### src/rtl/wb_port_arbiter_if.sv
// Register-file write-port bundle: pipeline writeback, long-latency
// result handshake and the single register-file write port.
interface wb_port_arbiter_if;
  logic        pipe_rd_en;
  logic [4:0]  pipe_rd;
  logic [63:0] pipe_result;
  logic        pipe_stall;

  logic        ll_valid;
  logic        ll_ready;
  logic [4:0]  ll_rd;
  logic [63:0] ll_result;

  logic        rf_we;
  logic [4:0]  rf_rd;
  logic [63:0] rf_wdata;

  modport master (
    output pipe_rd_en, pipe_rd, pipe_result,
    output ll_valid, ll_rd, ll_result,
    input  pipe_stall, ll_ready,
    input  rf_we, rf_rd, rf_wdata
  );

  modport slave (
    input  pipe_rd_en, pipe_rd, pipe_result,
    input  ll_valid, ll_rd, ll_result,
    output pipe_stall, ll_ready,
    output rf_we, rf_rd, rf_wdata
  );
endinterface

### src/rtl/wb_port_arbiter.sv
// Arbitrates the register-file write port between the pipeline and a
// 2-entry buffer of long-latency results with a starvation guard.
module wb_port_arbiter #(
  parameter int STARVE_LIMIT = 4
) (
  input logic             clk,
  input logic             rst,
  wb_port_arbiter_if.slave bus
);
  localparam int SW = $clog2(STARVE_LIMIT + 1);
  localparam logic [SW-1:0] LIM = SW'(STARVE_LIMIT);

  logic [4:0]    q_rd   [2];
  logic [63:0]   q_data [2];
  logic          rd_ptr;
  logic          wr_ptr;
  logic [1:0]    count;
  logic [SW-1:0] starve;

  logic        ll_ready;
  logic        ll_keep;
  logic        force_drain;
  logic        pipe_wr;
  logic        pop;
  logic        bypass;
  logic        push;
  logic        we;
  logic [4:0]  wrd;
  logic [63:0] wdata;

  assign ll_ready = (count < 2'd2);

  // Nothing is selected during reset so buffered entries are never written.
  always_comb begin
    ll_keep     = bus.ll_valid && ll_ready
                  && (bus.ll_rd != 5'd0) && !rst;
    force_drain = !rst && (count != 2'd0) && (starve == LIM);
    pipe_wr     = !rst && !force_drain && bus.pipe_rd_en
                  && (bus.pipe_rd != 5'd0);
    pop         = !rst && (count != 2'd0)
                  && (force_drain || !pipe_wr);
    bypass      = (count == 2'd0) && !pipe_wr && ll_keep;
    push        = ll_keep && !bypass;
  end

  always_comb begin
    we    = 1'b0;
    wrd   = 5'd0;
    wdata = 64'd0;
    unique case (1'b1)
      pop: begin
        we    = 1'b1;
        wrd   = q_rd[rd_ptr];
        wdata = q_data[rd_ptr];
      end
      pipe_wr: begin
        we    = 1'b1;
        wrd   = bus.pipe_rd;
        wdata = bus.pipe_result;
      end
      bypass: begin
        we    = 1'b1;
        wrd   = bus.ll_rd;
        wdata = bus.ll_result;
      end
      default: ;
    endcase
  end

  assign bus.ll_ready   = ll_ready;
  assign bus.pipe_stall = force_drain;
  assign bus.rf_we      = we;
  assign bus.rf_rd      = wrd;
  assign bus.rf_wdata   = wdata;

  always_ff @(posedge clk) begin
    if (rst) begin
      count  <= 2'd0;
      rd_ptr <= 1'b0;
      wr_ptr <= 1'b0;
      starve <= '0;
    end else begin
      if (push) begin
        wr_ptr <= ~wr_ptr;
      end
      if (pop) begin
        rd_ptr <= ~rd_ptr;
      end
      count <= count + 2'(push) - 2'(pop);
      if (pop || (count == 2'd0)) begin
        starve <= '0;
      end else if (starve != LIM) begin
        starve <= starve + SW'(1);
      end
    end
  end

  always_ff @(posedge clk) begin
    if (push) begin
      q_rd[wr_ptr]   <= bus.ll_rd;
      q_data[wr_ptr] <= bus.ll_result;
    end
  end
endmodule
### src/flat_wrapper.sv
// flat-port wrapper written by rule: the top's interface ports become plain ports
module wb_port_arbiter_flat 
#(
  parameter int STARVE_LIMIT = 4
)
  (clk, rst, bus_pipe_rd_en, bus_pipe_rd, bus_pipe_result, bus_ll_valid, bus_ll_rd, bus_ll_result, bus_pipe_stall, bus_ll_ready, bus_rf_we, bus_rf_rd, bus_rf_wdata);
  wb_port_arbiter_if bus_i ();
  input logic clk;
  input logic rst;
  input wire logic [$bits(bus_i.pipe_rd_en)-1:0] bus_pipe_rd_en;
  input wire logic [$bits(bus_i.pipe_rd)-1:0] bus_pipe_rd;
  input wire logic [$bits(bus_i.pipe_result)-1:0] bus_pipe_result;
  input wire logic [$bits(bus_i.ll_valid)-1:0] bus_ll_valid;
  input wire logic [$bits(bus_i.ll_rd)-1:0] bus_ll_rd;
  input wire logic [$bits(bus_i.ll_result)-1:0] bus_ll_result;
  output wire logic [$bits(bus_i.pipe_stall)-1:0] bus_pipe_stall;
  output wire logic [$bits(bus_i.ll_ready)-1:0] bus_ll_ready;
  output wire logic [$bits(bus_i.rf_we)-1:0] bus_rf_we;
  output wire logic [$bits(bus_i.rf_rd)-1:0] bus_rf_rd;
  output wire logic [$bits(bus_i.rf_wdata)-1:0] bus_rf_wdata;
  assign bus_i.pipe_rd_en = bus_pipe_rd_en;
  assign bus_i.pipe_rd = bus_pipe_rd;
  assign bus_i.pipe_result = bus_pipe_result;
  assign bus_i.ll_valid = bus_ll_valid;
  assign bus_i.ll_rd = bus_ll_rd;
  assign bus_i.ll_result = bus_ll_result;
  assign bus_pipe_stall = bus_i.pipe_stall;
  assign bus_ll_ready = bus_i.ll_ready;
  assign bus_rf_we = bus_i.rf_we;
  assign bus_rf_rd = bus_i.rf_rd;
  assign bus_rf_wdata = bus_i.rf_wdata;
  wb_port_arbiter #(.STARVE_LIMIT(STARVE_LIMIT)) u_core (.clk(clk), .rst(rst), .bus(bus_i));
endmodule
### config.mk
export PLATFORM = sky130hd
export DESIGN_NAME = wb_port_arbiter_flat
export DESIGN_NICKNAME = d
export VERILOG_FILES = /design/src/rtl/wb_port_arbiter_if.sv /design/src/rtl/wb_port_arbiter.sv /design/src/flat_wrapper.sv
export SDC_FILE = /design/constraint.sdc
export NUM_CORES = 1
export LEC_CHECK = 0
export CAP_MARGIN = 10
export CORE_AREA = 2 2 123 125
export CTS_CLUSTER_DIAMETER = 60
export DETAILED_ROUTE_END_ITERATION = 10
export DIE_AREA = 0 0 125 127
export PLACE_DENSITY = 0.86
export SLEW_MARGIN = 20
export SYNTH_ARGS = -nofsm -noshare
export SYNTH_HDL_FRONTEND = slang
export SYNTH_SLANG_ARGS = --single-unit
### constraint.sdc
create_clock -name clk -period 6.35 [get_ports clk]
set_clock_uncertainty 0.2 [all_clocks]
set_input_delay 0.635 -clock clk [delete_from_list [all_inputs] [get_ports clk]]
set_output_delay 0.635 -clock clk [all_outputs]
set_load 0.005 [all_outputs]
==> results.json, run 1 <==
{
  "nNetsFinal": 788,
  "crit_top_cell": "clkdlybuf4s50_1",
  "row_count": 44,
  "syn_to_final_growth_pct": 44.6,
  "synthSimpleGateAreaFrac_pct": 7.49,
  "ys_ff_latch": 146,
  "grt_use_total_pct": 19.9,
  "postCtsSetupBuffers": 0,
  "clkTransAtPathRegs_ns": 0.06,
  "cts_tree": "built",
  "synth-adder-area-share_pct": 0.766,
  "avgViaCountPerCell": 5.70,
  "cp.required_ns": 5.51,
  "yosysSeqAreaShare_pct": 65.9,
  "hold_viol": 0,
  "routedWlPerCell_um": 18.9,
  "hold_class": "reg -> reg",
  "holdBufCountCts": 0,
  "crit_type": "in -> out",
  "synth_edf_count": 138,
  "worst_path_largest_cell_delay_ns": 0.61,
  "max_freq_mhz": 212,
  "synth_top_family_by_area": "compound AO/OA/AOI/OAI gates",
  "synth_top_cell_area_share_pct": 63.4,
  "cp_num_cells": 7,
  "clk_latency_ns": 0.41,
  "setup_viol": 0,
  "grt_pass1_vias": 5041,
  "slowest_stage": "or4_1",
  "endpoint_kind": "primary output",
  "cp-start-kind": "input port",
  "maxCapViolCount": 0,
  "synth_compound_area_share_pct": 11.5,
  "wl_um": 15900,
  "ir_drop_uv": 237,
  "numCtsBuffers": 17,
  "maxSlewViolCount": 0,
  "netlist_top_cells_area": "edfxtp_1 (63%), mux2i_1 (11%), a221o_1 (11%), nor3_1 (5.7%), dfxtp_1 (2.5%)",
  "drt_iter0_drc": 318,
  "crit_chain": "clkdlybuf4s50_1, or4_1, o21a_4, nor4_4, buf_4, a221o_1, clkdlybuf4s50_1",
  "grt_pass1_wl_um": 25000,
  "synth_ff_type": "edfxtp_1",
  "status": "completed",
  "slew_headroom_pct": 36.3,
  "initial_utilization_pct": 45.3,
  "syn_area_um2": 6530,
  "cts_sinks": 146,
  "fill_cells": 1064,
  "avgSynthCellArea_um2": 14.8,
  "ctsHtreeMaxLevel": 4,
  "p_leak_nw": 3.07,
  "netlist_top_cells_count": "edfxtp_1 (138), nor3_1 (74), mux2i_1 (72)",
  "worst_slack_ns": 1.62,
  "die-area_um2": 15900,
  "pin_count": 214,
  "grt_overflow": 0,
  "firstDrtPassIters": 4,
  "worstMarginPinSlew_ns": 0.955,
  "period_share_pct": 74.4,
  "coreArea_um2": 14400,
  "p_total_mw": 3.18,
  "synth-async-reset-ratio_pct": 0,
  "drive_above_1_share_pct": 6.26,
  "globalplace.congestion": 0.738,
  "syn_inst": 442,
  "synth_nets": 588,
  "fin_tns_setup_ns": 0,
  "critPathBufInv": 3,
  "cts_root_buf": "clkbuf_16",
  "path_max_fanout": 71,
  "final_cells": 839,
  "io_buffers": 213,
  "cts.repair.resized": 0,
  "fin_hold_ws_ns": 0.278,
  "pre_cts_ws_ns": 1.64,
  "yosys.area.top_type": "edfxtp_1",
  "synth_xor_area_share_pct": 0.402,
  "power_density_nw_per_um2": 336,
  "ant_nets": 0,
  "die_x_um": 125,
  "ys_warn_count": 0,
  "cpLargestDelayFamily": "buffers and inverters",
  "r2r.worst_path.cells": 12,
  "synth_mux_area_share_pct": 11.0,
  "dr_total_vias": 4783,
  "arrival_ns": 3.89,
  "hpwl_um": 10500,
  "dpl.cell_count": 807,
  "remaining_drc_errors": 0,
  "cts_buffer_depth": 2,
  "synth.distinct_cells": 29,
  "rsz0062_at_grt": "no",
  "synth_most_common_cell": "edfxtp_1",
  "fin_crit_ns": 4.73,
  "antenna_found_initial": 0,
  "grt_max_degree": 72,
  "die_y_um": 127,
  "insertedDiodeCount": 0,
  "hold-path-cell-count": 1
}
[layout by cell type (no fill, tap or decap), types with 3 or more instances in the layout]
master,instances
nor3_1,74
inv_1,6
dfxtp_1,7
ha_1,4
edfxtp_1,138
a221o_1,69
mux2i_1,72
clkdlybuf4s50_1,213
clkbuf_16,17
clkbuf_1,3
bufinv_16,4
nand2_1,5
nor2_1,7
buf_4,5
clkinv_2,3
[final timing paths]
path                         start               to  slack (ns)
hold reg to reg      u_core.rd_ptr    u_core.rd_ptr        0.28
hold / removal       u_core.rd_ptr    u_core.rd_ptr        0.28
setup reg to reg  u_core.starve[0]  u_core.count[1]        2.54
setup / recovery    bus_pipe_rd[1]     bus_rf_rd[4]        1.62
[sequential cells by signal, indices dropped and copies added, names as in the netlist, named ones only]
signal / flops
u_core.count: 2
u_core.q_data: 128
u_core.q_rd: 10
u_core.rd_ptr: 1
u_core.starve: 3
u_core.wr_ptr: 1
[area by class of cell]
class                      count  area (µm²)  area share (%)
sequential                   146        4310            45.6
timing repair buffer         219        2200            23.3
multi-input combinational    252        2070            21.9
clock buffer                  22         464            4.91
tap                          184         230            2.44
clock inverter                10         159            1.68
inverter                       6        22.5           0.238
[per-layer routing]
metal,vias up,global-route usage [%],part of all wire [%]
li1,2249,-,-
met1,2301,24.0,41
met2,204,33.4,50
met3,29,5.28,7.3
met4,0,9.54,1.7
met5,-,0,0
[cells by family after synthesis]
group	after synthesis
compound gates	78
xor+xnor	3
fa+ha+maj	4
buf+inv	44
flops	146
mux	72
simple gates	95
[stage by stage]
stage	cell area [µm²]	utilization, %
final	9450	65.5
after detailed placement	8820	61.2
after global placement	8800	61.0
after floorplan	6530	-
after CTS	9450	65.5
after global routing	9450	65.5
[where the power goes]
part           switching (mW)  internal, mW  total [mW]  leakage [nW]
sequential             0.0575          1.16        1.22          1.31
clock                   0.361         0.677        1.04         0.301
combinational           0.407         0.513       0.919          1.46
No activity file was read; power rests on OpenSTA's default activity.
==> run 2: changes to the inputs <==
- CORE_AREA: 2 2 123 125 -> 2 2 128 130
- DIE_AREA: 0 0 125 127 -> 0 0 130 132
- PLACE_DENSITY: 0.86 -> 0.83
- clock period: 6.35 -> 3.9 ns (I/O delays scaled with it)
==> run 2 against run 1 <==
  * Combinational power increased by 63%
  * Worst setup slack worse by 1.4 ns
  * Cell count increased by 4.8%
  * Critical path depth stayed put
  * Power up 60%
  * Sequential power increased by 63%
  * Count of clock-buffer cells in the layout shrank 2
  * Hold slack got worse by 0.013 ns
  * Die area up 8.1%
  * Sequential share of layout area down 0.45 points
  * Utilization fell by 4.8 points
  * Register-to-register slack worse by 1.7 ns
==> results.json, run 2 (synthesis gave the netlist of run 1 again) <==
{
  "status": "completed",
  "cts_root_buf": "clkbuf_16",
  "fin_tns_setup_ns": 0,
  "setup_viol": 0,
  "path_max_fanout": 15,
  "firstDrtPassIters": 5,
  "fill_cells": 1186,
  "ctsHtreeMaxLevel": 4,
  "worstMarginPinSlew_ns": 1.07,
  "die-area_um2": 17200,
  "rsz0062_at_grt": "no",
  "cts_sinks": 146,
  "globalplace.congestion": 0.771,
  "fin_crit_ns": 3.69,
  "clk_latency_ns": 0.42,
  "postLayoutCoreUtil_pct": 60.7,
  "place_area_um2": 8970,
  "maxSlewViolCount": 0,
  "initial_utilization_pct": 41.6,
  "r2r_end": "u_core.q_data[1][63]",
  "grt_max_degree": 71,
  "hold_viol": 0,
  "r2r_setup_slack_ns": 0.87,
  "holdBufCountCts": 0,
  "grt_use_total_pct": 18.2,
  "ant_nets": 0,
  "max_freq_mhz": 271,
  "routedWlPerCell_um": 18.1,
  "grt_overflow": 0,
  "worstHoldStart": "u_core.rd_ptr",
  "hold-path-cell-count": 1,
  "numCtsBuffers": 17,
  "grt_pass1_vias": 4886,
  "dr_total_vias": 4780,
  "drt_iter0_drc": 331,
  "period_share_pct": 94.5,
  "insertedDiodeCount": 0,
  "largest-register": "u_core.q_data",
  "layout_commonest_cell": "clkdlybuf4s50_1",
  "nNetsFinal": 796,
  "layout_common_cells": "clkdlybuf4s50_1 (213), edfxtp_1 (138), nor3_1 (74)",
  "remaining_drc_errors": 0,
  "largestRegisters": "u_core.q_data x128, u_core.q_rd x10, u_core.starve x3",
  "grt_pass1_wl_um": 24300,
  "drive_above_1_share_pct": 6.79,
  "r2r_start": "u_core.starve[0]",
  "maxCapViolCount": 0,
  "hpwl_um": 10800,
  "die_y_um": 132,
  "io_buffers": 213,
  "cp-start-kind": "input port",
  "slew_headroom_pct": 28.7,
  "endpoint_kind": "primary output",
  "arrival_ns": 3.10,
  "crit_type": "in -> out",
  "row_count": 46,
  "cts_buffer_depth": 2,
  "largest_reg_flops": 128,
  "cts_tree": "built",
  "dpl.cell_count": 847,
  "final_cells": 879,
  "coreArea_um2": 15700,
  "stdcell_area_um2": 9540,
  "die_x_um": 130,
  "hold_class": "reg -> reg",
  "clkTransAtPathRegs_ns": 0.06,
  "antenna_found_initial": 1,
  "pin_count": 214,
  "p_leak_nw": 3.10,
  "wl_um": 15900,
  "avgViaCountPerCell": 5.44,
  "ir_drop_uv": 251,
  "r2r.worst_path.cells": 9,
  "cts.repair.resized": 0,
  "power_density_nw_per_um2": 533,
  "postCtsSetupBuffers": 0,
  "cp.required_ns": 3.31,
  "syn_to_final_growth_pct": 46.1
}
[run 2: routing by layer]
layer	routed length (µm)	global-route usage (%)	up-vias	part of all wire [%]
met3	978	4.71	19	6.2
met1	6540	22.1	2320	41
met2	8140	31.5	180	51
li1	-	-	2259	-
met5	16	0	-	0.10
met4	220	6.09	2	1.4
[run 2: area by class of cell]
type	count	area (µm²)	area share, %
flip-flops and latches	146	4310	45.1
repair buffers	227	2300	24.1
multi-input cells	252	2070	21.7
clock buffers	20	437	4.58
well taps	216	270	2.83
clock inverters	12	139	1.46
inverters	6	22.5	0.236
[run 2: where the power goes]
part | switching, mW | internal [mW]
clock network | 0.592 | 0.996
logic | 0.644 | 0.861
registers | 0.102 | 1.89
[run 2: worst max-delay path, stage by stage]
cell and delay (ns):
clkdlybuf4s50_1 0.43, or4_1 0.60, o21a_4 0.27, nor4_4 0.39, buf_4 0.30, a221o_1 0.19
clkdlybuf4s50_1 0.53
[run 2: stage by stage]
| stage | worst slack (ns) | power (mW) | hold WS, ns |
|---|---|---|---|
| floorplan | 0.0839 | 2.74 | 0.237 |
| global placement | 0.289 | 3.49 | 0.238 |
| detailed placement | 0.206 | 3.53 | 0.257 |
| CTS | 0.190 | 5.13 | 0.265 |
| global route | 0.117 | 5.30 | 0.312 |
| finish | 0.213 | 5.08 | 0.264 |
[run 2: how the worst max path moves through the flow]
stage	startpoint	endpoint
final	bus_pipe_rd[1]	bus_rf_wdata[16]
after global routing	bus_pipe_rd[1]	bus_rf_wdata[55]
after CTS	bus_pipe_rd[1]	bus_rf_wdata[16]
after detailed placement	bus_pipe_rd[1]	bus_rf_wdata[16]
after global placement	bus_pipe_rd[1]	bus_rf_wdata[26]
after floorplan	u_core.starve[0]	u_core.q_data[0][0]
